<file path="src/rtl/schedule_1_pkg.sv">
// Shared scheduler definitions: opcode7 classes, the bubble encoding and the
// registered instruction bundle carried between scheduler stages.
package schedule_1_pkg;

  localparam logic [6:0]  OP_BRANCH  = 7'b1100011;
  localparam logic [6:0]  OP_STORE   = 7'b0100011;
  localparam logic [6:0]  OP_MISCMEM = 7'b0001111;
  localparam logic [6:0]  OP_SYSTEM  = 7'b1110011;
  localparam logic [16:0] OPC_BUBBLE = 17'b0;

  typedef struct packed {
    logic [31:0] pc;
    logic [16:0] opcode;
    logic [4:0]  rd;
    logic [4:0]  rs1;
    logic [4:0]  rs2;
    logic [11:0] csr;
    logic [31:0] imm;
  } sched_instr_t;

  // True when the instruction architecturally writes a non-zero destination.
  function automatic logic writes_rd_f(input logic [16:0] opcode, input logic [4:0] rd);
    logic wr;
    case (opcode[6:0])
      OP_BRANCH, OP_STORE, OP_MISCMEM: wr = 1'b0;
      default:                         wr = (opcode != OPC_BUBBLE) && (rd != 5'd0);
    endcase
    return wr;
  endfunction

endpackage

</file>
<file path="src/rtl/schedule_1_scoreboard.sv">
// Pending-write scoreboard: one bit per architectural register plus a
// saturating outstanding-write counter; both see same-cycle writeback early.
module sched_scoreboard #(
  parameter int MAX_PENDING = 8,
  parameter int CW          = $clog2(MAX_PENDING + 1)
) (
  input  logic          CLK,
  input  logic          RST,
  input  logic          flush,
  input  logic          hold,
  input  logic          set_en,
  input  logic [4:0]    set_rd,
  input  logic          clr_en,
  input  logic [4:0]    clr_rd,
  output logic [31:0]   pend_eff,
  output logic [CW-1:0] count_eff
);

  localparam logic [CW-1:0] MAX_C  = CW'(MAX_PENDING);
  localparam logic [CW-1:0] ZERO_C = {CW{1'b0}};
  localparam logic [CW-1:0] ONE_C  = {{(CW-1){1'b0}}, 1'b1};

  logic [31:0]   sb_r;
  logic [CW-1:0] count_r;
  logic [31:0]   clr_mask_s;
  logic [31:0]   set_mask_s;
  logic [31:0]   sb_nxt_s;
  logic [CW-1:0] count_nxt_s;
  logic          clr_hit_s;
  logic          inc_s;

  assign clr_mask_s = clr_en ? (32'd1 << clr_rd) : 32'd0;
  assign inc_s      = set_en && (set_rd != 5'd0);
  assign set_mask_s = inc_s ? (32'd1 << set_rd) : 32'd0;
  assign clr_hit_s  = clr_en && sb_r[clr_rd];

  assign pend_eff  = sb_r & ~clr_mask_s;
  assign count_eff = clr_hit_s ? (count_r - ONE_C) : count_r;
  // Set is applied after clear so a same-register set wins; x0 never pends.
  assign sb_nxt_s  = ((sb_r & ~clr_mask_s) | set_mask_s) & 32'hFFFF_FFFE;

  // Next outstanding count, saturating at both ends.
  always_comb begin
    count_nxt_s = count_r;
    if (inc_s && !clr_hit_s) begin
      if (count_r != MAX_C) count_nxt_s = count_r + ONE_C;
      else                  count_nxt_s = count_r;
    end else if (!inc_s && clr_hit_s) begin
      if (count_r != ZERO_C) count_nxt_s = count_r - ONE_C;
      else                   count_nxt_s = count_r;
    end else begin
      count_nxt_s = count_r;
    end
  end

  // Scoreboard state register; flush outranks the freeze.
  always_ff @(posedge CLK or posedge RST) begin
    if (RST) begin
      sb_r    <= 32'd0;
      count_r <= ZERO_C;
    end else if (flush) begin
      sb_r    <= 32'd0;
      count_r <= ZERO_C;
    end else if (hold) begin
      sb_r    <= sb_r;
      count_r <= count_r;
    end else begin
      sb_r    <= sb_nxt_s;
      count_r <= count_nxt_s;
    end
  end

endmodule

</file>
<file path="src/rtl/schedule_1.sv">
// Scheduler stage 1: RAW/WAW/serialisation hazard detection against the
// pending-write scoreboard and the registered SCHEDULE_* issue bundle.
module schedule_1
  import schedule_1_pkg::*;
#(
  parameter int MAX_PENDING = 8
) (
  input  logic        CLK,
  input  logic        RST,
  input  logic        FLUSH,
  input  logic        MEM_WAIT,
  input  logic [31:0] CHECK_PC,
  input  logic [16:0] CHECK_OPCODE,
  input  logic [4:0]  CHECK_RD,
  input  logic [4:0]  CHECK_RS1,
  input  logic [4:0]  CHECK_RS2,
  input  logic [11:0] CHECK_CSR,
  input  logic [31:0] CHECK_IMM,
  input  logic        WB_VALID,
  input  logic [4:0]  WB_RD,
  output logic        STALL,
  output logic        SCHEDULE_VALID,
  output logic [31:0] SCHEDULE_PC,
  output logic [16:0] SCHEDULE_OPCODE,
  output logic [4:0]  SCHEDULE_RD,
  output logic [4:0]  SCHEDULE_RS1,
  output logic [4:0]  SCHEDULE_RS2,
  output logic [11:0] SCHEDULE_CSR,
  output logic [31:0] SCHEDULE_IMM
);

  localparam int            CW    = $clog2(MAX_PENDING + 1);
  localparam logic [CW-1:0] MAX_C = CW'(MAX_PENDING);

  logic [31:0]   pend_eff_s;
  logic [CW-1:0] count_eff_s;
  logic          valid_in_s;
  logic          writes_rd_s;
  logic          hazard_s;
  logic          reg_haz_s;
  logic          sys_haz_s;
  logic          full_haz_s;
  sched_instr_t  instr_in_s;
  sched_instr_t  sched_nxt_s;
  sched_instr_t  sched_r;
  logic          valid_r;

  assign valid_in_s  = (CHECK_OPCODE != OPC_BUBBLE);
  assign writes_rd_s = writes_rd_f(CHECK_OPCODE, CHECK_RD);

  assign reg_haz_s  = ((CHECK_RS1 != 5'd0) && pend_eff_s[CHECK_RS1]) ||
                      ((CHECK_RS2 != 5'd0) && pend_eff_s[CHECK_RS2]) ||
                      (writes_rd_s && pend_eff_s[CHECK_RD]);
  assign sys_haz_s  = (CHECK_OPCODE[6:0] == OP_SYSTEM) && (count_eff_s != {CW{1'b0}});
  // Without a retiring write the count cannot drop, so a new writer must wait.
  assign full_haz_s = writes_rd_s && (count_eff_s == MAX_C) && !WB_VALID;
  assign hazard_s   = reg_haz_s || sys_haz_s || full_haz_s;

  assign STALL = valid_in_s && hazard_s && !FLUSH;

  sched_scoreboard #(
    .MAX_PENDING (MAX_PENDING),
    .CW          (CW)
  ) u_sb (
    .CLK       (CLK),
    .RST       (RST),
    .flush     (FLUSH),
    .hold      (MEM_WAIT),
    .set_en    (writes_rd_s && !hazard_s),
    .set_rd    (CHECK_RD),
    .clr_en    (WB_VALID),
    .clr_rd    (WB_RD),
    .pend_eff  (pend_eff_s),
    .count_eff (count_eff_s)
  );

  assign instr_in_s = '{pc: CHECK_PC, opcode: CHECK_OPCODE, rd: CHECK_RD,
                        rs1: CHECK_RS1, rs2: CHECK_RS2, csr: CHECK_CSR,
                        imm: CHECK_IMM};

  // A hazarded slot becomes an all-zero bubble rather than a stale copy.
  always_comb begin
    sched_nxt_s = '0;
    if (hazard_s) sched_nxt_s = '0;
    else          sched_nxt_s = instr_in_s;
  end

  // Issue register into scheduler stage 2.
  always_ff @(posedge CLK or posedge RST) begin
    if (RST) begin
      sched_r <= '0;
      valid_r <= 1'b0;
    end else if (FLUSH) begin
      sched_r <= '0;
      valid_r <= 1'b0;
    end else if (MEM_WAIT) begin
      sched_r <= sched_r;
      valid_r <= valid_r;
    end else begin
      sched_r <= sched_nxt_s;
      valid_r <= valid_in_s && !hazard_s;
    end
  end

  assign SCHEDULE_VALID  = valid_r;
  assign SCHEDULE_PC     = sched_r.pc;
  assign SCHEDULE_OPCODE = sched_r.opcode;
  assign SCHEDULE_RD     = sched_r.rd;
  assign SCHEDULE_RS1    = sched_r.rs1;
  assign SCHEDULE_RS2    = sched_r.rs2;
  assign SCHEDULE_CSR    = sched_r.csr;
  assign SCHEDULE_IMM    = sched_r.imm;

endmodule
</file>
<file path="config.mk">
export PLATFORM = sky130hd
export DESIGN_NAME = schedule_1
export DESIGN_NICKNAME = d
export VERILOG_FILES = /design/src/rtl/schedule_1_pkg.sv /design/src/rtl/schedule_1_scoreboard.sv /design/src/rtl/schedule_1.sv
export SDC_FILE = /design/constraint.sdc
export NUM_CORES = 1
export LEC_CHECK = 0
export ABC_AREA = 0
export CAP_MARGIN = 25
export CORE_ASPECT_RATIO = 0.8
export CORE_UTILIZATION = 56
export DETAILED_ROUTE_END_ITERATION = 8
export DONT_BUFFER_PORTS = 1
export HOLD_SLACK_MARGIN = 0.08
export PLACE_DENSITY_LB_ADDON = 0.3
export SYNTH_ARGS = -nofsm -noshare
export SYNTH_HDL_FRONTEND = slang
export SYNTH_SLANG_ARGS = --single-unit
export TNS_END_PERCENT = 5
</file>
<file path="constraint.sdc">
create_clock -name CLK -period 12.84 [get_ports CLK]
set_input_delay 1.284 -clock CLK [delete_from_list [all_inputs] [get_ports CLK]]
set_output_delay 1.284 -clock CLK [all_outputs]
set_load 0.05 [all_outputs]
</file>
==> results of run 1 <==
-- registers in the layout, summed over array words and instances, names as in the netlist --
name / flops
SCHEDULE_VALID: 1
SCHEDULE_OPCODE: 17
u_sb.count_r: 4
SCHEDULE_PC: 32
u_sb.sb_r: 31
SCHEDULE_RS2: 5
SCHEDULE_CSR: 12
SCHEDULE_RS1: 5
SCHEDULE_IMM: 32
SCHEDULE_RD: 5
-- layout make-up --
type | count | area, um^2 | share of cell area
clock inverter | 14 | 144 | 0.0174
timing repair buffer | 6 | 105 | 0.0127
inverter | 14 | 57.6 | 0.00698
tap | 175 | 219 | 0.0265
sequential | 144 | 3600 | 0.437
multi-input combinational | 488 | 3690 | 0.448
clock buffer | 18 | 429 | 0.0520
-- stage by stage --
stage	power (mW)	area (um^2)	hold WS (ns)	setup WS [ns]	cells
finish	1.15	8250	0.559	7.24	859
global route	1.19	8250	0.587	7.17	859
CTS	1.15	8170	0.556	7.43	856
detailed placement	0.673	7590	0.547	7.44	824
global placement	0.670	7590	0.527	7.36	824
floorplan	0.659	7670	0.483	7.69	716
-- layer usage --
metal,track usage,share of wire,vias to the layer above
li1,-,-,2728
met5,0,0.00053,-
met2,0.508,0.45,473
met1,0.448,0.39,3208
met3,0.132,0.13,83
met4,0.110,0.026,2
-- critical path, stage by stage --
cell and delay (ns):
sky130_fd_sc_hd__nand2b_1 0.53, sky130_fd_sc_hd__nor4b_1 0.71, sky130_fd_sc_hd__o21ai_0 0.19, sky130_fd_sc_hd__a211oi_1 0.34, sky130_fd_sc_hd__a2bb2oi_1 0.38, sky130_fd_sc_hd__a31oi_1 0.13
sky130_fd_sc_hd__or3_4 0.37, sky130_fd_sc_hd__and3b_1 0.38
-- cells in the final DEF (no fill, tap or decap), types with 6 or more instances in the layout --
| master | synthesis | final |
|---|---|---|
| sky130_fd_sc_hd__a21oi_1 | 22 | 22 |
| sky130_fd_sc_hd__a22o_1 | 109 | 109 |
| sky130_fd_sc_hd__and3_1 | 6 | 6 |
| sky130_fd_sc_hd__clkbuf_16 | 0 | 17 |
| sky130_fd_sc_hd__dfrtp_1 | 144 | 144 |
| sky130_fd_sc_hd__inv_1 | 13 | 12 |
| sky130_fd_sc_hd__inv_6 | 0 | 6 |
| sky130_fd_sc_hd__mux2_2 | 8 | 8 |
| sky130_fd_sc_hd__mux2i_1 | 15 | 15 |
| sky130_fd_sc_hd__mux4_2 | 7 | 7 |
| sky130_fd_sc_hd__nand2_1 | 19 | 19 |
| sky130_fd_sc_hd__nand2b_1 | 8 | 8 |
| sky130_fd_sc_hd__nand3_1 | 8 | 8 |
| sky130_fd_sc_hd__nand4_1 | 7 | 7 |
| sky130_fd_sc_hd__nor2_1 | 15 | 15 |
| sky130_fd_sc_hd__nor2b_1 | 17 | 16 |
| sky130_fd_sc_hd__nor3_1 | 10 | 10 |
| sky130_fd_sc_hd__nor4_1 | 7 | 7 |
| sky130_fd_sc_hd__o2111ai_1 | 9 | 9 |
| sky130_fd_sc_hd__o211ai_1 | 17 | 17 |
| sky130_fd_sc_hd__o21ai_0 | 61 | 61 |
| sky130_fd_sc_hd__o221ai_1 | 9 | 9 |
| sky130_fd_sc_hd__o32ai_1 | 8 | 8 |
| sky130_fd_sc_hd__or2_2 | 11 | 11 |
| sky130_fd_sc_hd__or3_1 | 6 | 6 |
| sky130_fd_sc_hd__or4_1 | 16 | 16 |
| sky130_fd_sc_hd__xor2_1 | 6 | 6 |
-- worst max path at each step --
stage,start,endpoint,cells after the start
floorplan,RST,SCHEDULE_CSR[0],1
global placement,WB_RD[4],STALL,8
detailed placement,WB_RD[4],STALL,8
CTS,WB_RD[4],STALL,8
global route,WB_RD[4],STALL,8
finish,WB_RD[4],STALL,8
-- cell families (layout without fill, tap and decap cells) --
family,count (synthesis),count (layout),share of synthesized area
AO/OA/AOI/OAI,293,293,0.288
AND/OR/NAND/NOR,153,153,0.123
flip-flops,144,144,0.470
buffers and inverters,84,52,0.0498
multiplexers,31,31,0.0553
adder cells (fa/ha/maj),3,3,0.00489
XOR/XNOR,8,8,0.00914
-- power groups by stage --
stage | registers, mW | clock network [mW] | logic, mW
floorplan | 0.559 | 0 | 0.0994
global placement | 0.566 | 0 | 0.104
detailed placement | 0.566 | 0 | 0.107
CTS | 0.558 | 0.482 | 0.107
global route | 0.560 | 0.504 | 0.122
finish | 0.558 | 0.478 | 0.114
==> qor.txt, run 1 <==
===============================================================================================
Slack of the worst reg-to-reg path                                                      9.30 ns
Period utilization                                                                        0.436
CP required                                                                            11.56 ns
Reg2Reg Launch Point                                                               u_sb.sb_r[5]
Final ANT Viol Nets                                                                           0
Worst vdd ir                                                                          0.0961 mV
Boundary Pins                                                                               228
Area enclosed by the die boundary                                                    14200 um^2
Static power due to leakage                                                             3.45 nW
Cell-internal power                                                                    0.789 mW
Cells taking the most area after synthesis                                         sky130_fd_sc_hd__dfrtp_1 47%, sky130_fd_sc_hd__a22o_1 12%, sky130_fd_sc_hd__o21ai_0 4.0%
Final cell utilization of the core                                                        0.630
Routed via count divided by cell count                                                     7.56
Clock H-tree levels                                                                           4
Global-route wire length before repair                                                  36.2 mm
Clock skew                                                                            0.0122 ns
Pre-Repair DR Iteration Count                                                                 5
Number of buffers added for setup after CTS                                                   0
Final-stage net count                                                                       792
Final Hold Vio Count                                                                          0
Antenna fix cells                                                                             0
Maximum net fanout on the critical path                                                      20
Most numerous cell in the Yosys netlist                                            sky130_fd_sc_hd__dfrtp_1
Post-DP HPWL                                                                            16.8 mm
Core footprint                                                                       13100 um^2
Final setup violation count                                                                   0
Prevailing post-synth register cell                                                sky130_fd_sc_hd__dfrtp_1
DIE WIDTH                                                                                133 um
Clock input transition at the sequential cells of the worst setup and hold paths        0.06 ns
Filler Cells Inserted                                                                      1071
IO buf count                                                                                  0
Detail-routed net length per standard cell                                              28.4 um
Number of storage elements in the synthesis netlist                                         144
Worst Hold Depth                                                                              1
HP Class                                                                           register to register
Transition time at the pin with the least slew margin                                  0.874 ns
Syn Area/Cell                                                                         10.7 um^2
Net switching power                                                                    0.360 mW
WP data arrival                                                                         4.32 ns
Share of total power in sequential cells                                                  0.486
Weighted congestion at the end of routability-driven global placement                      1.04
Unrepaired setup endpoints after global routing                                           false
Die height                                                                               107 um
DR vias                                                                                    6494
Number of instances in the synthesized netlist                                              716
Fin Setup TNS                                                                              0 ns
Number of synthesis warnings                                                                  0
CTS-repair resized insts                                                                      0
Endpoint kind of the worst setup timing path                                         output pin
Net switching fraction of the power                                                       0.314
Cell Rows                                                                                    37
Length in cells of the worst reg-to-reg path                                                 11
Maximum number of pins on one net before global-route repair                                110
Via count of the first global-routing pass                                                 6053
TritonCTS clock tree                                                                        yes
Remaining Overflow, GRT                                                                       0
Synth top cells by count                                                           144 x sky130_fd_sc_hd__dfrtp_1, 109 x sky130_fd_sc_hd__a22o_1, 61 x sky130_fd_sc_hd__o21ai_0
Worst Hold Path EP                                                                 u_sb.count_r[0]
Power share of the combinational group                                                    0.099
Net count after synthesis                                                                   837
Netlist area before placement                                                         7670 um^2
Minimum clock period after layout                                                       5.60 ns
Worst-case headroom to the max-slew limit                                                 0.417
Share of final-layout standard cells stronger than drive strength 1                       0.115
Type of origin of the critical path                                                  input port
Post-synthesis cell type with the largest combined area                            sky130_fd_sc_hd__dfrtp_1
Post-synthesis async set-or-reset flop share                                               1.00
Hold-fix buffer count after cts                                                               0
Post-synthesis sequential area ratio                                                      0.470
Origin of the worst min-delay path                                                 u_sb.count_r[0]
Unique masters post-synth                                                                    77
Number of DRC violations after detailed routing                                               0
Number of enable-type register cells in the synthesized netlist                               0
Number of pins exceeding their max-slew limit in the final report                             0
Outcome                                                                               completed
Max Clk Rate                                                                            179 MHz
Clock sink count                                                                            144
Area growth from synthesis to final layout                                                7.57%
Terminus of the critical flop-to-flop path                                         SCHEDULE_CSR[2]
Total length of routed wires                                                            24.4 mm
Root buffer selected by CTS                                                        sky130_fd_sc_hd__clkbuf_16
Cell area power density                                                             139 nW/um^2
Starting density of the core                                                              0.585
Antenna violations before repair                                                              1
Global router's overall resource usage                                                    0.338
Share of the synthesized area in the top cell type                                        0.470
Maximum root-to-sink buffer count                                                             2
Number of buffers created by CTS                                                             17
Critical path class                                                                input port to output pin
Maximum capacitance violations                                                                0
Clock Latency Late Sink                                                                 0.41 ns
First DRT Iteration DRCs                                                                   1041
Clock power share                                                                         0.416
===============================================================================================
Power figures use the tool's default switching activity.
==> run 2: changes to the inputs <==
Clock period 12.84 ns to 5.2 ns, I/O delays scaled along.
==> run 2 against run 1 <==
First-iteration DRC count shrank 13%; clock skew is 0.0057 ns higher; critical path depth unchanged; die area unchanged; clock power rose by 130%; worst hold slack worse by 0.42 ns; design area is 0.74% lower; largest cell class unchanged; setup slack worse by 6.0 ns; sequential cell count unchanged; via count fell by 0.29%; wire length decreased by 4.3%; cell count fell by 0.23%.
==> qor.txt, run 2 (synthesis results as in run 1) <==
===============================================================================================
Outcome                                                                               completed
Maximum root-to-sink buffer count                                                             2
Minimum clock period after layout                                                       3.95 ns
Final Hold Vio Count                                                                          0
Maximum number of pins on one net before global-route repair                                110
TritonCTS clock tree                                                                        yes
Global router's overall resource usage                                                    0.329
Antenna fix cells                                                                             0
Post-DP HPWL                                                                            16.0 mm
Endpoint kind of the worst setup timing path                                         output pin
Critical path class                                                                input port to output pin
Final cell utilization of the core                                                        0.625
Final critical-path setup slack                                                         1.25 ns
Buf+Inv Stages, Crit Path                                                                     0
Met3 Track Usage GR                                                                       0.116
Critical path cell sequence                                                        nand2b_1, nor4b_1, o21ai_0, a211oi_1, a2bb2oi_1, a31oi_1, or3_4, and3b_1
Final Hold Slack                                                                       0.136 ns
Pre-Repair DR Iteration Count                                                                 5
Global-route wire length before repair                                                  35.6 mm
Boundary Pins                                                                               228
Period utilization                                                                        0.759
IO buf count                                                                                  0
DIE WIDTH                                                                                133 um
Worst path slowest cell                                                            sky130_fd_sc_hd__nor4b_1
Weighted congestion at the end of routability-driven global placement                     0.997
CP required                                                                             4.68 ns
Hold-fix buffer count after cts                                                               0
Unrepaired setup endpoints after global routing                                           false
HP Class                                                                           input port to asynchronous set/reset pin
WP data arrival                                                                         3.43 ns
Number of buffers created by CTS                                                             17
Area enclosed by the die boundary                                                    14200 um^2
Final total power                                                                       2.77 mW
Clock power share                                                                         0.405
Grt peak-use layer                                                                         met2
Maximum net fanout on the critical path                                                      20
Clock input transition at the sequential cells of the worst setup and hold paths        0.06 ns
Net switching power                                                                    0.881 mW
Share of final-layout standard cells stronger than drive strength 1                       0.114
Share of total power in sequential cells                                                  0.497
Number of buffers added for setup after CTS                                                   0
Maximum capacitance violations                                                                0
Final-stage net count                                                                       791
Clock skew                                                                            0.0179 ns
Starting density of the core                                                              0.585
Type of origin of the critical path                                                  input port
Fin Setup TNS                                                                              0 ns
Number of DRC violations after detailed routing                                               0
Net switching fraction of the power                                                       0.318
Via count of the first global-routing pass                                                 6122
Final ANT Viol Nets                                                                           0
Global-route met2 utilization                                                             0.477
Met1 demand-to-capacity share in global routing                                           0.454
Total length of routed wires                                                            23.4 mm
Area growth from synthesis to final layout                                                6.77%
DR vias                                                                                    6475
Core footprint                                                                       13100 um^2
Top library cells by usage in the layout, fill and taps aside                      144 x sky130_fd_sc_hd__dfrtp_1, 109 x sky130_fd_sc_hd__a22o_1, 61 x sky130_fd_sc_hd__o21ai_0
Worst vdd ir                                                                           0.223 mV
Power share of the combinational group                                                    0.098
Most common cell after layout, fill and taps aside                                 sky130_fd_sc_hd__dfrtp_1
Static power due to leakage                                                             3.42 nW
Antenna violations before repair                                                              0
Max Clk Rate                                                                            253 MHz
Remaining Overflow, GRT                                                                       0
Worst slack at placement                                                                1.16 ns
Clock H-tree levels                                                                           4
Cell Rows                                                                                    37
Max stage delay on crit path                                                            0.65 ns
Category of cells accounting for the largest share of critical-path delay          simple AND/OR/NAND/NOR gates
Die height                                                                               107 um
Clock sink count                                                                            144
Clock Latency Late Sink                                                                 0.42 ns
CTS-repair resized insts                                                                      0
Number of pins exceeding their max-slew limit in the final report                             0
Cell area power density                                                             339 nW/um^2
Root buffer selected by CTS                                                        sky130_fd_sc_hd__clkbuf_16
Routed via count divided by cell count                                                     7.56
Final setup violation count                                                                   0
Cell-internal power                                                                     1.89 mW
First DRT Iteration DRCs                                                                    910
Detail-routed net length per standard cell                                              27.3 um
Worst-case headroom to the max-slew limit                                                 0.426
Transition time at the pin with the least slew margin                                  0.861 ns
===============================================================================================
run 2: cell type report:
cell class / count / area [um^2]
clock buffers: 17 / 425
clock inverters: 14 / 121
fillers: 1014 / 4910
inverters: 14 / 57.6
multi-input cells: 488 / 3690
flip-flops and latches: 144 / 3600
well taps: 175 / 219
repair buffers: 5 / 70.1
run 2: stage by stage:
stage               std cells  cell area [um^2]
finish                    857              8190
global route              857              8190
CTS                       856              8160
detailed placement        825              7610
global placement          825              7610
floorplan                 716              7670
run 2: worst reg2reg max path: stages, from the launching register on:
cell,delay [ns]
sky130_fd_sc_hd__dfrtp_1,0.47
sky130_fd_sc_hd__mux4_2,0.50
sky130_fd_sc_hd__a22oi_1,0.20
sky130_fd_sc_hd__o311ai_1,0.15
sky130_fd_sc_hd__nand4b_1,0.37
sky130_fd_sc_hd__mux2_2,0.26
sky130_fd_sc_hd__nand3_2,0.12
sky130_fd_sc_hd__or3_4,0.41
sky130_fd_sc_hd__nor2_4,0.50
sky130_fd_sc_hd__buf_12,0.38
sky130_fd_sc_hd__a22o_1,0.27
run 2: worst paths after layout:
kind / startpoint / endpoint / slack, ns / cells past startpoint
setup / recovery: WB_RD[4] / STALL / 1.25 / 8
hold / removal: RST / SCHEDULE_IMM[28] / 0.14 / 1
setup reg to reg: u_sb.sb_r[10] / SCHEDULE_PC[27] / 1.51 / 10
hold reg to reg: u_sb.count_r[0] / u_sb.count_r[0] / 0.56 / 1
max in group asynchronous: RST / u_sb.sb_r[8] / 3.92 / 2
min in group CLK: FLUSH / u_sb.sb_r[10] / 0.16 / 1
run 2: metal layers:
layer	part of all wire	wire (um)	vias up
met3	0.13	3110	58
li1	-	-	2725
met2	0.45	10600	538
met4	0.023	543	0
met5	0	0	-
met1	0.39	9140	3154
run 2: power by group through the flow:
stage / Clock, mW / Combinational (mW) / Sequential [mW]
4_1_cts: 1.14 / 0.262 / 1.38
5_1_grt: 1.19 / 0.295 / 1.38
3_5_place_dp: 0 / 0.261 / 1.40
3_3_place_gp: 0 / 0.251 / 1.40
2_1_floorplan: 0 / 0.245 / 1.38
6_report: 1.12 / 0.271 / 1.38
==> run 3: changes to the inputs <==
Clock period 5.2 ns to 3.6 ns, I/O delays scaled along.
==> run 3 against run 2 <==
Worst hold slack worse by 0.058 ns; clock power is 51% higher; sequential share of layout area is 5.7 points lower; highest routed layer is now met5; register-to-register slack worse by 1.3 ns; setup slack worse by 1.1 ns; clock skew is 0.0066 ns lower; critical path depth is 2 higher; design area is 15% higher; largest cell class unchanged; die area stayed put; cell count is 14% higher; utilization is 9.4 points higher.
==> qor.txt, run 3 (synthesis results as in run 1) <==
===============================================================================================
Outcome                                                                               completed
Pre-Repair DR Iteration Count                                                                 5
Max stage delay on crit path                                                            0.61 ns
Minimum clock period after layout                                                       3.44 ns
CTS-repair resized insts                                                                      0
Worst setup path startpoint                                                        u_sb.sb_r[15]
Weighted congestion at the end of routability-driven global placement                     0.980
Endpoint kind of the worst setup timing path                                           register
Routed via count divided by cell count                                                     7.24
TritonCTS clock tree                                                                        yes
Global router's overall resource usage                                                    0.373
Final ANT Viol Nets                                                                           0
Clock Latency Late Sink                                                                 0.43 ns
Post-route non-filler standard cell count                                                   979
Unrepaired setup endpoints after global routing                                           false
Placed inst area                                                                      7810 um^2
Period utilization                                                                        0.955
Share of final-layout standard cells stronger than drive strength 1                       0.122
Wire length the detailed router placed on met1                                          10.1 mm
Maximum net fanout on the critical path                                                       6
Fin Setup TNS                                                                              0 ns
Origin of the worst min-delay path                                                 CHECK_PC[12]
Final setup violation count                                                                   0
Die height                                                                               107 um
Cell Rows                                                                                    37
Maximum capacitance violations                                                                0
Most common cell after layout, fill and taps aside                                 sky130_fd_sc_hd__dfrtp_1
Number of pins exceeding their max-slew limit in the final report                             0
Number of DRC violations after detailed routing                                               0
DR vias                                                                                    7085
Clock sink count                                                                            144
Maximum number of pins on one net before global-route repair                                 74
Clock input transition at the sequential cells of the worst setup and hold paths        0.07 ns
Area enclosed by the die boundary                                                    14200 um^2
Highest metal layer with signal wires                                                      met5
Final Hold Vio Count                                                                          0
Cell area power density                                                             448 nW/um^2
DIE WIDTH                                                                                133 um
Boundary Pins                                                                               228
Clock H-tree levels                                                                           4
Starting density of the core                                                              0.585
First DRT Iteration DRCs                                                                    881
Final-stage net count                                                                       912
Worst vdd ir                                                                           0.364 mV
Area growth from synthesis to final layout                                                22.8%
Reg2Reg Launch Point                                                               u_sb.sb_r[15]
Number of buffers added for setup after CTS                                                   0
Max Clk Rate                                                                            291 MHz
Remaining Overflow, GRT                                                                       0
Static power due to leakage                                                             3.96 nW
Core footprint                                                                       13100 um^2
Global-route wire length before repair                                                  40.0 mm
WP data arrival                                                                         3.80 ns
Total length of routed wires                                                            26.3 mm
Antenna fix cells                                                                             0
Final Cell Area                                                                       9420 um^2
Top library cells by usage in the layout, fill and taps aside                      144 x sky130_fd_sc_hd__dfrtp_1, 109 x sky130_fd_sc_hd__a22o_1, 102 x sky130_fd_sc_hd__dlygate4sd3_1
Number of buffers created by CTS                                                             17
CP required                                                                             3.96 ns
Worst-case headroom to the max-slew limit                                                 0.283
Transition time at the pin with the least slew margin                                   1.07 ns
Total placed cells including tap cells                                                      844
Clock skew                                                                            0.0113 ns
Root buffer selected by CTS                                                        sky130_fd_sc_hd__clkbuf_16
Via count of the first global-routing pass                                                 6789
Type of origin of the critical path                                                    register
Met2 wire length                                                                        12.0 mm
Post-DP HPWL                                                                            16.6 mm
Critical path cell sequence                                                        mux4_2, a22oi_1, o311ai_1, nand4b_1, mux2_2, and3_1, nand3_2, buf_4, o41ai_1, dlygate4sd3_1
DR WL met3                                                                              3.39 mm
Detail-routed net length per standard cell                                              26.9 um
Worst path slowest cell                                                            sky130_fd_sc_hd__dlygate4sd3_1
Critical path class                                                                register to register
Final cell utilization of the core                                                        0.719
HP Class                                                                           input port to register
Maximum root-to-sink buffer count                                                             2
Hold-fix buffer count after cts                                                             101
Final Hold Slack                                                                      0.0774 ns
Antenna violations before repair                                                              1
IO buf count                                                                                  0
===============================================================================================
[run 3: cell types whose count changed in the layout (fill, tap and decap cells not counted), sizes merged]
cell / previous run / this run
clkinv: 3 / 4
buf: 5 / 24
clkbuf: 17 / 19
clkinvlp: 5 / 4
dlygate4sd3: 0 / 102
inv: 20 / 19
[run 3: critical path: cells and delay by family, from the launching register on]
kind	cells	cell delay, ns
simple gates	3	0.72
compound gates	3	0.67
buf+inv	2	0.79
flops	1	0.48
mux	2	0.72
[run 3: path summary, 6_finish.rpt]
kind                                   end  slack [ns]  depth (start not counted)
max                          u_sb.sb_r[16]        0.16                         10
min                        SCHEDULE_PC[12]        0.08                          1
max reg2reg                  u_sb.sb_r[16]        0.16                         10
min reg2reg                u_sb.count_r[0]        0.56                          1
max in group asynchronous    u_sb.sb_r[29]        2.51                          4
min in group asynchronous  SCHEDULE_RS2[2]        0.30                          2
[run 3: where the power goes]
group	total [mW]	leakage (nW)	internal [mW]	switching (mW)
logic	0.525	1.71	0.240	0.285
clock network	1.69	0.271	0.940	0.754
registers	1.99	1.98	1.69	0.307
total	4.21	3.96	2.87	1.35
[run 3: layer usage]
layer  track usage  vias up
li1              -     2970
met1         0.492     3485
met2         0.562      546
met3         0.126       82
met4         0.161        2
met5             0        -
[run 3: stage by stage]
step                total power [mW]  setup WS (ns)
floorplan                       2.35          0.512
global placement                2.41          0.336
detailed placement              2.42          0.297
CTS                             4.19          0.223
global route                    4.34          0.126
finish                          4.21          0.161
[run 3: layout make-up]
type	instances	area (um^2)
sequential	144	3600
fill	907	3690
inverter	14	56.3
clock inverter	13	115
timing repair buffer	126	1280
multi-input combinational	488	3690
tap	175	219
clock buffer	19	453
